## src/rtl/fe_fifo_packer_pkg.sv

```systemverilog
// Shared definitions for the front-end FIFO packer: command codes,
// 18-bit FIFO word field positions and the packer FSM state type.
package fe_fifo_packer_pkg;

    // Capture command codes carried in the top two bits of every FIFO word.
    localparam logic [1:0] FE_FIFO_CMD_DATA   = 2'd0;
    localparam logic [1:0] FE_FIFO_CMD_TIME   = 2'd1;
    localparam logic [1:0] FE_FIFO_CMD_STROBE = 2'd2;
    localparam logic [1:0] FE_FIFO_CMD_MARK   = 2'd3;

    // Field positions inside the packed FIFO word.
    localparam int FE_WORD_WIDTH = 18;
    localparam int CMD_MSB       = 17;
    localparam int CMD_LSB       = 16;
    localparam int SHORT_TS_MSB  = 15;
    localparam int SHORT_TS_LSB  = 8;
    localparam int DATA_MSB      = 7;
    localparam int DATA_LSB      = 0;
    // TIME words reuse everything below the command field for the timestamp.
    localparam int TIME_MSB      = 15;
    localparam int TIME_LSB      = 0;

    typedef enum logic {
        ST_ACTIVE  = 1'b0,
        ST_BLOCKED = 1'b1
    } fe_pack_state_t;

endpackage

```

## src/rtl/fe_packer_buf.sv

```systemverilog
// Small synchronous circular buffer used as the packer's elastic stage.
// Pointers carry one extra wrap bit so full and empty are unambiguous.
// The head entry is read combinationally so a word can leave the cycle
// after it is written.
module fe_packer_buf #(
    parameter int WIDTH      = 18,
    parameter int DEPTH_LOG2 = 2
) (
    input  logic                  fe_clk,
    input  logic                  reset_i,
    input  logic                  flush,
    input  logic                  push,
    input  logic                  pop,
    input  logic [WIDTH-1:0]      wr_data,
    output logic [WIDTH-1:0]      rd_data,
    output logic                  full,
    output logic                  empty,
    output logic [DEPTH_LOG2:0]   level
);

    localparam int DEPTH = 1 << DEPTH_LOG2;

    logic [WIDTH-1:0]    mem_reg [DEPTH];
    logic [DEPTH_LOG2:0] wr_ptr_reg;
    logic [DEPTH_LOG2:0] rd_ptr_reg;

    assign empty   = (wr_ptr_reg == rd_ptr_reg);
    assign full    = (wr_ptr_reg[DEPTH_LOG2] != rd_ptr_reg[DEPTH_LOG2]) &&
                     (wr_ptr_reg[DEPTH_LOG2-1:0] == rd_ptr_reg[DEPTH_LOG2-1:0]);
    assign level   = wr_ptr_reg - rd_ptr_reg;
    assign rd_data = mem_reg[rd_ptr_reg[DEPTH_LOG2-1:0]];

    // Storage write; contents need no reset because the pointers gate visibility.
    always_ff @(posedge fe_clk) begin
        if (push && !flush && !reset_i) begin
            mem_reg[wr_ptr_reg[DEPTH_LOG2-1:0]] <= wr_data;
        end
    end

    // Pointer update; flush and reset both return the buffer to empty.
    always_ff @(posedge fe_clk) begin
        if (reset_i || flush) begin
            wr_ptr_reg <= '0;
            rd_ptr_reg <= '0;
        end else begin
            if (push) begin
                wr_ptr_reg <= wr_ptr_reg + 1'b1;
            end
            if (pop) begin
                rd_ptr_reg <= rd_ptr_reg + 1'b1;
            end
        end
    end

endmodule

```

## src/rtl/fe_fifo_packer.sv

```systemverilog
// Front-end FIFO packer: packs one capture event per cycle into an 18-bit
// word, buffers it in a small elastic stage ahead of the main capture FIFO
// and reports dropped events back to the capture FSM.
// Optional build macro FE_PACKER_STATS_EN adds O_words_written/O_max_level.
module fe_fifo_packer
    import fe_fifo_packer_pkg::*;
#(
    parameter int pTIMESTAMP_FULL_WIDTH  = 16,
    parameter int pTIMESTAMP_SHORT_WIDTH = 3,
    parameter int pDEPTH_LOG2            = 2,
    parameter int pDROP_CNT_WIDTH        = 16
) (
    input  logic                             fe_clk,
    input  logic                             reset_i,
    input  logic                             I_fifo_wr,
    input  logic [1:0]                       I_fifo_command,
    input  logic [pTIMESTAMP_FULL_WIDTH-1:0] I_fifo_time,
    input  logic [7:0]                       I_fifo_data,
    input  logic                             I_flush,
    input  logic                             I_full,
    output logic                             O_wr_en,
    output logic [FE_WORD_WIDTH-1:0]         O_wr_data,
    output logic                             O_overflow_blocked,
    output logic                             O_clamped,
    output logic [pDROP_CNT_WIDTH-1:0]       O_drop_count,
    output logic [pDEPTH_LOG2:0]             O_level
`ifdef FE_PACKER_STATS_EN
    ,
    output logic [31:0]                      O_words_written,
    output logic [pDEPTH_LOG2:0]             O_max_level
`endif
);

    // Largest timestamp that fits the short field unsaturated.
    localparam logic [pTIMESTAMP_FULL_WIDTH-1:0] SHORT_TS_MAX =
        {{(pTIMESTAMP_FULL_WIDTH-pTIMESTAMP_SHORT_WIDTH){1'b0}},
         {pTIMESTAMP_SHORT_WIDTH{1'b1}}};

    fe_pack_state_t               state_reg;
    logic                         overflow_reg;
    logic                         clamped_reg;
    logic [pDROP_CNT_WIDTH-1:0]   drop_cnt_reg;

    logic                         buf_full;
    logic                         buf_empty;
    logic                         push;
    logic                         pop;
    logic                         drop;
    logic                         ts_over;
    logic                         is_time_cmd;
    logic [7:0]                   short_ts;
    logic [FE_WORD_WIDTH-1:0]     packed_word;
    logic [FE_WORD_WIDTH-1:0]     head_word;
    logic [pDEPTH_LOG2:0]         level;

    assign is_time_cmd = (I_fifo_command == FE_FIFO_CMD_TIME);
    assign ts_over     = (I_fifo_time > SHORT_TS_MAX);

    // Handshake: pop whenever a word is waiting and downstream has room;
    // push may reuse the slot freed by a same-cycle pop.
    assign pop  = !buf_empty && !I_full;
    assign push = I_fifo_wr && !I_flush && (state_reg == ST_ACTIVE) && (!buf_full || pop);
    assign drop = I_fifo_wr && !I_flush && !push;

    // Saturate the short timestamp and zero-extend it to the 8-bit field.
    always_comb begin
        short_ts = '0;
        short_ts[pTIMESTAMP_SHORT_WIDTH-1:0] =
            ts_over ? {pTIMESTAMP_SHORT_WIDTH{1'b1}} : I_fifo_time[pTIMESTAMP_SHORT_WIDTH-1:0];
    end

    // Build the FIFO word: TIME carries the full timestamp, others short ts + data.
    always_comb begin
        packed_word                   = '0;
        packed_word[CMD_MSB:CMD_LSB]  = I_fifo_command;
        if (is_time_cmd) begin
            packed_word[TIME_MSB:TIME_LSB] = I_fifo_time[TIME_MSB:TIME_LSB];
        end else begin
            packed_word[SHORT_TS_MSB:SHORT_TS_LSB] = short_ts;
            packed_word[DATA_MSB:DATA_LSB]         = I_fifo_data;
        end
    end

    fe_packer_buf #(
        .WIDTH      (FE_WORD_WIDTH),
        .DEPTH_LOG2 (pDEPTH_LOG2)
    ) u_buf (
        .fe_clk  (fe_clk),
        .reset_i (reset_i),
        .flush   (I_flush),
        .push    (push),
        .pop     (pop),
        .wr_data (packed_word),
        .rd_data (head_word),
        .full    (buf_full),
        .empty   (buf_empty),
        .level   (level)
    );

    // Overflow FSM with its sticky flags and saturating drop counter.
    always_ff @(posedge fe_clk) begin
        if (reset_i || I_flush) begin
            state_reg    <= ST_ACTIVE;
            overflow_reg <= 1'b0;
            clamped_reg  <= 1'b0;
            drop_cnt_reg <= '0;
        end else begin
            case (state_reg)
                ST_ACTIVE: begin
                    if (drop) begin
                        state_reg    <= ST_BLOCKED;
                        overflow_reg <= 1'b1;
                    end
                end
                ST_BLOCKED: begin
                    state_reg <= ST_BLOCKED;
                end
                default: begin
                    state_reg <= ST_ACTIVE;
                end
            endcase
            if (drop && (drop_cnt_reg != {pDROP_CNT_WIDTH{1'b1}})) begin
                drop_cnt_reg <= drop_cnt_reg + 1'b1;
            end
            if (push && !is_time_cmd && ts_over) begin
                clamped_reg <= 1'b1;
            end
        end
    end

    assign O_wr_en            = pop;
    assign O_wr_data          = head_word;
    assign O_overflow_blocked = overflow_reg;
    assign O_clamped          = clamped_reg;
    assign O_drop_count       = drop_cnt_reg;
    assign O_level            = level;

`ifdef FE_PACKER_STATS_EN
    logic [31:0]          words_written_reg;
    logic [pDEPTH_LOG2:0] max_level_reg;

    // Pop counter (wrapping) and occupancy high-water mark, cleared on flush.
    always_ff @(posedge fe_clk) begin
        if (reset_i || I_flush) begin
            words_written_reg <= '0;
            max_level_reg     <= '0;
        end else begin
            if (pop) begin
                words_written_reg <= words_written_reg + 32'd1;
            end
            if (level > max_level_reg) begin
                max_level_reg <= level;
            end
        end
    end

    assign O_words_written = words_written_reg;
    assign O_max_level     = max_level_reg;
`endif

endmodule

```

## config.mk

```make
export PLATFORM = sky130hd
export DESIGN_NAME = fe_fifo_packer
export DESIGN_NICKNAME = d
export VERILOG_FILES = /design/src/rtl/fe_fifo_packer_pkg.sv /design/src/rtl/fe_packer_buf.sv /design/src/rtl/fe_fifo_packer.sv
export SDC_FILE = /design/constraint.sdc
export NUM_CORES = 1
export LEC_CHECK = 0
export ABC_CLOCK_PERIOD_IN_PS = 3610
export CORE_AREA = 2 2 94 96
export DETAILED_ROUTE_END_ITERATION = 16
export DIE_AREA = 0 0 96 98
export GPL_ROUTABILITY_DRIVEN = 0
export PLACE_DENSITY = 0.88
export SETUP_SLACK_MARGIN = 0.15
export SLEW_MARGIN = 20
export SYNTH_ARGS = -nofsm -noshare
export SYNTH_HDL_FRONTEND = slang
export SYNTH_HIERARCHICAL = 1
export SYNTH_SLANG_ARGS = --single-unit
export TNS_END_PERCENT = 10
```

## constraint.sdc

```tcl
create_clock -name fe_clk -period 3.61 [get_ports fe_clk]
set_clock_uncertainty 0.05 [all_clocks]
set_input_delay 0.722 -clock fe_clk [delete_from_list [all_inputs] [get_ports fe_clk]]
set_output_delay 0.722 -clock fe_clk [all_outputs]
set_load 0.01 [all_outputs]
```

==> results of run 1 <==
==> stage by stage <==
stage	hold WS [ns]	cell area [um^2]	cells	power (W)	setup slack, ns
floorplan	0.446	4310	307	0.00130	0.953
global placement	0.401	5120	480	0.00137	0.789
detailed placement	0.408	5120	480	0.00137	0.769
CTS	0.435	5300	496	0.00203	0.557
global route	0.492	5300	496	0.00208	0.396
finish	0.430	5300	496	0.00201	0.584
==> worst max-delay path: stages, from the launching register on <==
cell	delay, ns
dfxtp_1	0.41
inv_1	0.11
ha_1	0.32
nand2_1	0.08
nor2_1	0.05
nor2_1	0.31
clkdlybuf4s50_1	0.61
==> path summary, 6_finish.rpt <==
| path | cells after the start | end | slack (ns) |
|---|---|---|---|
| hold reg to reg | 2 | O_clamped | 0.43 |
| setup / recovery | 6 | O_wr_en | 0.58 |
| setup reg to reg | 9 | u_buf/mem_reg[0][6] | 1.09 |
| hold / removal | 2 | O_clamped | 0.43 |
==> cell type report <==
cell class,instances,area (um^2)
flip-flops and latches,99,2700
repair buffers,77,753
well taps,108,135
clock buffers,9,124
inverters,8,30.0
multi-input cells,188,1500
clock inverters,7,58.8
fillers,609,3170
==> power breakdown <==
part	leakage, nW	internal, W	switching, W
Sequential	0.873	0.00122	0.00000246
Clock	0.0891	0.000263	0.000401
Combinational	0.791	0.0000616	0.0000584
Total	1.75	0.00155	0.000462
==> placed cells by master, fill, tap and decap left out, drive strengths merged, types with 6 or more instances in the layout <==
cell,count
edfxtp,72
clkdlybuf4s50,70
nand2,44
dfxtp,27
mux4,18
nor2,13
a21oi,13
inv,13
clkbuf,9
nand3,8
o31ai,8
ha,8
or4,7
mux2i,7
buf,7
or3,6
==> routing by layer <==
layer / vias up / share of wire [%] / wire length (um)
met4: 0 / 1.7 / 150
met3: 13 / 8.1 / 732
met5: - / 0 / 0
met1: 1421 / 41 / 3710
met2: 133 / 49 / 4480
li1: 1334 / - / -
==> cell families after synthesis <==
group / after synthesis
simple gates: 115
flops: 99
compound gates: 35
mux: 25
buf+inv: 20
fa+ha+maj: 9
xor+xnor: 4
==> metrics.csv, run 1 <==
stage,metric,value,unit
route,vias_per_cell,5.85,
logic_synthesis,yosys.area.top_type,edfxtp_1,
logic_synthesis,ys_ff_latch,99,
logic_synthesis,ys.flop_type,edfxtp_1,
clock_tree,cts_resized,0,
global_routing,antenna_found_initial,0,
placement,portBuffers,70,
logic_synthesis,synth-edff-count,72,
min_path,hold_path_class,flip-flop to flip-flop,
logic_synthesis,syn_nets,347,
sta,finalMaxSlewViolations,0,
clock_tree,clock-sinks,99,
floorplanning,die_h,98,um
sta,fin_crit,3.03,ns
clock_tree,cts_root_buffer,clkbuf_8,
floorplanning,rows,34,
logic_synthesis,yosys.area_share.adder,2.79,%
floorplanning,die_w,96,um
sta,rsz0062_at_grt,false,
logic_synthesis,synth_area_per_cell,14.0,um^2
clock_tree,clk_pin_slew,0.09,ns
floorplanning,coreArea,0.00847,mm^2
cells_and_area,drive_gt1_share,11.1,%
route,first_pass_iters,5,
sta,hold_violations,0,
global_routing,grt_usage,20.7,%
clock_tree,clock_path_buffers,2,
sta,period_share,83.8,%
logic_synthesis,yosys_warnings,6,
run,maxCapViolCount,0,
clock_tree,htree_levels,3,
global_routing,grt_pass1_vias,2823,
logic_synthesis,synth_area_leaders,"edfxtp_1 50%, dfxtp_1 13%, mux4_2 5.2%",
logic_synthesis,synth_top_family_by_area,simple AND/OR/NAND/NOR gates,
sta,max_freq,0.331,GHz
logic_synthesis,async_flop_share,0,%
logic_synthesis,synthSimpleGateAreaFrac,13.9,%
critical_path,reg2reg_from,u_buf/wr_ptr_reg[0],
cells_and_area,antennaDiodeCount,0,
sta,setup_tns,0,ns
critical_path,crit_type,flip-flop to output port,
clock_tree,hold_buffers,0,
sta,tightestPinTransition,0.872,ns
floorplanning,io_pins,71,
logic_synthesis,yosys-mux-area-fraction,11.7,%
critical_path,critPathRequiredTime,2.84,ns
logic_synthesis,synth.most_common_cell,edfxtp_1,
critical_path,endpoint_kind,output port,
logic_synthesis,synth_seq_area_share,62.7,%
global_routing,grt_util_met3,5.02,%
pwr,p_per_area,380,mW/mm^2
critical_path,crit_path_start_kind,flip-flop,
global_routing,grt_pass1_wl,14300,um
route,wl_per_cell,18.3,um
cells_and_area,largest_reg_flops,72,
logic_synthesis,synth_compound_area_share,5.43,%
logic_synthesis,synth_cell_types,46,
clock_tree,postCtsSetupBuffers,0,
logic_synthesis,syn_area,0.00431,mm^2
route,drc,0,
route,antenna_left,0,
global_routing,met2_usage,32.6,%
global_routing,grt_overflow_total,0,
critical_path,cp.arrival,2.25,ns
logic_synthesis,synth_xor_area_share,0.813,%
route,via_count,2901,
global_routing,top_usage_layer,met2,
clock_tree,cts_buffers,9,
cells_and_area,area_growth,23.0,%
critical_path,crit_fanout,5,
logic_synthesis,synthCells,307,
global_routing,grt_max_degree,19,
min_path,min-delay-start,O_clamped,
logic_synthesis,synth_top_area_share,50.2,%
sta,slew_headroom,41.8,%
sta,setup_violations,0,
pwr,peakVddDrop,187,uV
floorplanning,start_util,50.9,%
global_routing,use_met1,28.2,%
clock_tree,cts_tree,done,
clock_tree,clock_latency,0.37,ns
placement,place.detailed.hpwl,6270,um
route,drt_iter0_drc,139,
floorplanning,die_area,0.00941,mm^2
critical_path,crit_start,u_buf/wr_ptr_reg[0],
route,wl,9080,um
status,outcome,completed,
cells_and_area,nNetsFinal,423,
logic_synthesis,yosys-top-cells-count,"72 x edfxtp_1, 44 x nand2_1, 27 x dfxtp_1, 13 x a21oi_1, 13 x nor2_1",
cells_and_area,fin_util,62.6,%
pwr,p_leak,1.75,nW
(Power assumes the default switching activity.)
==> run 2: changes to the inputs <==
Settings changed: ABC_CLOCK_PERIOD_IN_PS 3610 to 2700, CORE_AREA 2 2 94 96 to 2 2 98 100, DIE_AREA 0 0 96 98 to 0 0 100 102, PLACE_DENSITY 0.88 to 0.86.
Clock period 3.61 ns to 2.7 ns, I/O delays scaled along.
==> run 2 against run 1 <==
Net effect: clock-buffer cell count stayed put; cell area rose by 2.9%; sequential share of layout area fell by 1.4 points; critical path type unchanged; wire length shrank 4.5%; die area grew 8.4%; global-route usage decreased by 2.9 points; register-to-register slack worse by 0.76 ns; combinational power up 35%; via count down 2.4%.
==> metrics.csv, run 2 (same netlist as run 1, synthesis figures left out) <==
stage,metric,value,unit
status,outcome,completed,
floorplanning,die_area,0.0102,mm^2
cells_and_area,mostFrequentLayoutCells,"72 x edfxtp_1, 55 x clkdlybuf4s50_1, 44 x nand2_1",
global_routing,antenna_found_initial,0,
min_path,hold_path_class,flip-flop to flip-flop,
critical_path,endpoint_kind,output port,
sta,setup_tns,0,ns
placement,place_area,0.00521,mm^2
cells_and_area,largest_reg_flops,72,
sta,finalMaxSlewViolations,0,
clock_tree,clk_pin_slew,0.10,ns
global_routing,grt_overflow_total,0,
clock_tree,clock_path_buffers,2,
cells_and_area,drive_gt1_share,13.9,%
critical_path,crit_fanout,14,
floorplanning,start_util,47.3,%
route,wl_per_cell,17.1,um
sta,max_freq,0.400,GHz
sta,rsz0062_at_grt,true,
critical_path,cp_num_buf_inv,2,
floorplanning,die_w,100,um
sta,period_share,92.6,%
cells_and_area,multi_input_area,0.00150,mm^2
route,drc,0,
floorplanning,coreArea,0.00911,mm^2
placement,portBuffers,70,
min_path,worstHoldPathCells,2,
global_routing,grt_max_degree,21,
route,first_pass_iters,4,
clock_tree,clock-sinks,99,
floorplanning,io_pins,71,
cells_and_area,n_fill_cell,706,
cells_and_area,seq_area,0.00270,mm^2
critical_path,slowest_delay,0.50,ns
critical_path,cp.arrival,1.91,ns
pwr,p_per_area,502,mW/mm^2
clock_tree,htree_levels,3,
route,drt_iter0_drc,132,
cells_and_area,layout_commonest_cell,edfxtp_1,
critical_path,slowest_stage,mux4_2,
cells_and_area,nNetsFinal,432,
clock_tree,cts_root_buffer,clkbuf_8,
cells_and_area,finalInstanceArea,0.00545,mm^2
critical_path,reg2regPathDepth,9,
global_routing,grt_pass1_wl,13600,um
critical_path,reg2reg_from,u_buf/wr_ptr_reg[0],
sta,slew_headroom,51.0,%
critical_path,crit_type,flip-flop to output port,
pwr,peakVddDrop,254,uV
clock_tree,hold_buffers,0,
clock_tree,cts_tree,done,
critical_path,crit_path_cell_trace,buf_12 > mux4_2 > clkdlybuf4s50_1,
critical_path,reg2reg_slack,0.33,ns
route,via_count,2832,
run,maxCapViolCount,0,
cells_and_area,area_growth,26.5,%
min_path,min-delay-start,O_clamped,
sta,fin_crit,2.50,ns
clock_tree,clock_latency,0.37,ns
floorplanning,die_h,102,um
cells_and_area,antennaDiodeCount,0,
critical_path,reg2reg_to,u_buf/mem_reg[2][2],
route,wl,8670,um
route,vias_per_cell,5.57,
sta,setup_violations,0,
clock_tree,cts_buffers,9,
critical_path,crit_path_start_kind,flip-flop,
global_routing,grt_pass1_vias,2705,
sta,hold_violations,0,
pwr,p_leak,1.86,nW
sta,tightestPinTransition,0.729,ns
floorplanning,rows,35,
global_routing,grt_usage,17.7,%
placement,place.detailed.hpwl,5990,um
route,antenna_left,0,
critical_path,crit_family,buffers and inverters,
critical_path,critPathRequiredTime,2.11,ns
min_path,whs_endpoint,O_clamped,
-- run 2: changes by cell type in the layout (fill, tap and decap cells not counted), moves of 2 or more --
| cell | previous run | this run |
|---|---|---|
| dlygate4sd2_1 | 0 | 15 |
| clkdlybuf4s50_1 | 70 | 55 |
| inv_6 | 4 | 2 |
| inv_8 | 1 | 3 |
| buf_4 | 7 | 10 |
| buf_12 | 0 | 6 |
-- run 2: through the flow --
step	instances	hold slack (ns)	setup slack (ns)	total power, W	utilization [%]
floorplan	307	0.446	0.0433	0.00174	-
global placement	486	0.414	0.259	0.00183	57.2
detailed placement	486	0.402	0.224	0.00184	57.2
CTS	502	0.426	0.151	0.00276	59.2
global route	508	0.459	0.120	0.00284	59.9
finish	508	0.423	0.200	0.00274	59.9
-- run 2: worst max path at each step --
| stage | endpoint | cells past startpoint | slack, ns |
|---|---|---|---|
| after floorplan | u_buf/mem_reg[1][0] | 8 | 0.04 |
| after global placement | u_buf/mem_reg[1][13] | 6 | 0.26 |
| after detailed placement | O_drop_count[13] | 5 | 0.22 |
| after CTS | O_wr_data[4] | 3 | 0.15 |
| after global routing | O_wr_data[8] | 3 | 0.12 |
| final | O_wr_data[4] | 3 | 0.20 |
-- run 2: worst min-delay path, cell delays in order (launching register included) --
cell and delay, ns:
dfxtp_1 0.34, a31oi_1 0.04, nor2_1 0.06
-- run 2: cell type report --
| type | count | share of cell area [%] |
|---|---|---|
| Timing Repair Buffer | 86 | 16.1 |
| Inverter | 8 | 0.551 |
| Sequential cell | 99 | 49.6 |
| Clock inverter | 7 | 1.40 |
| Tap cell | 111 | 2.55 |
| Clock buffer | 9 | 2.27 |
| Multi-Input combinational cell | 188 | 27.6 |
-- run 2: metal layers --
| metal | vias to the layer above | GRT usage (%) | part of all wire, % |
|---|---|---|---|
| met2 | 107 | 29.8 | 49 |
| li1 | 1355 | - | - |
| met5 | - | 0 | 0 |
| met1 | 1360 | 22.2 | 42 |
| met3 | 10 | 5.88 | 7.8 |
| met4 | 0 | 4.95 | 0.70 |
-- run 2: what timing repair did --
| item | CTS | global route |
|---|---|---|
| setup buffers | 0 | 6 |
| gates resized for setup | 16 | 2 |
| setup endpoints to repair | 15 | 8 |
-- run 2: where the power goes --
group / internal, W / leakage [nW] / switching [W]
sequential: 0.00164 / 0.874 / 0.00000306
clock: 0.000370 / 0.103 / 0.000564
combinational: 0.0000839 / 0.885 / 0.0000777
total: 0.00209 / 1.86 / 0.000645
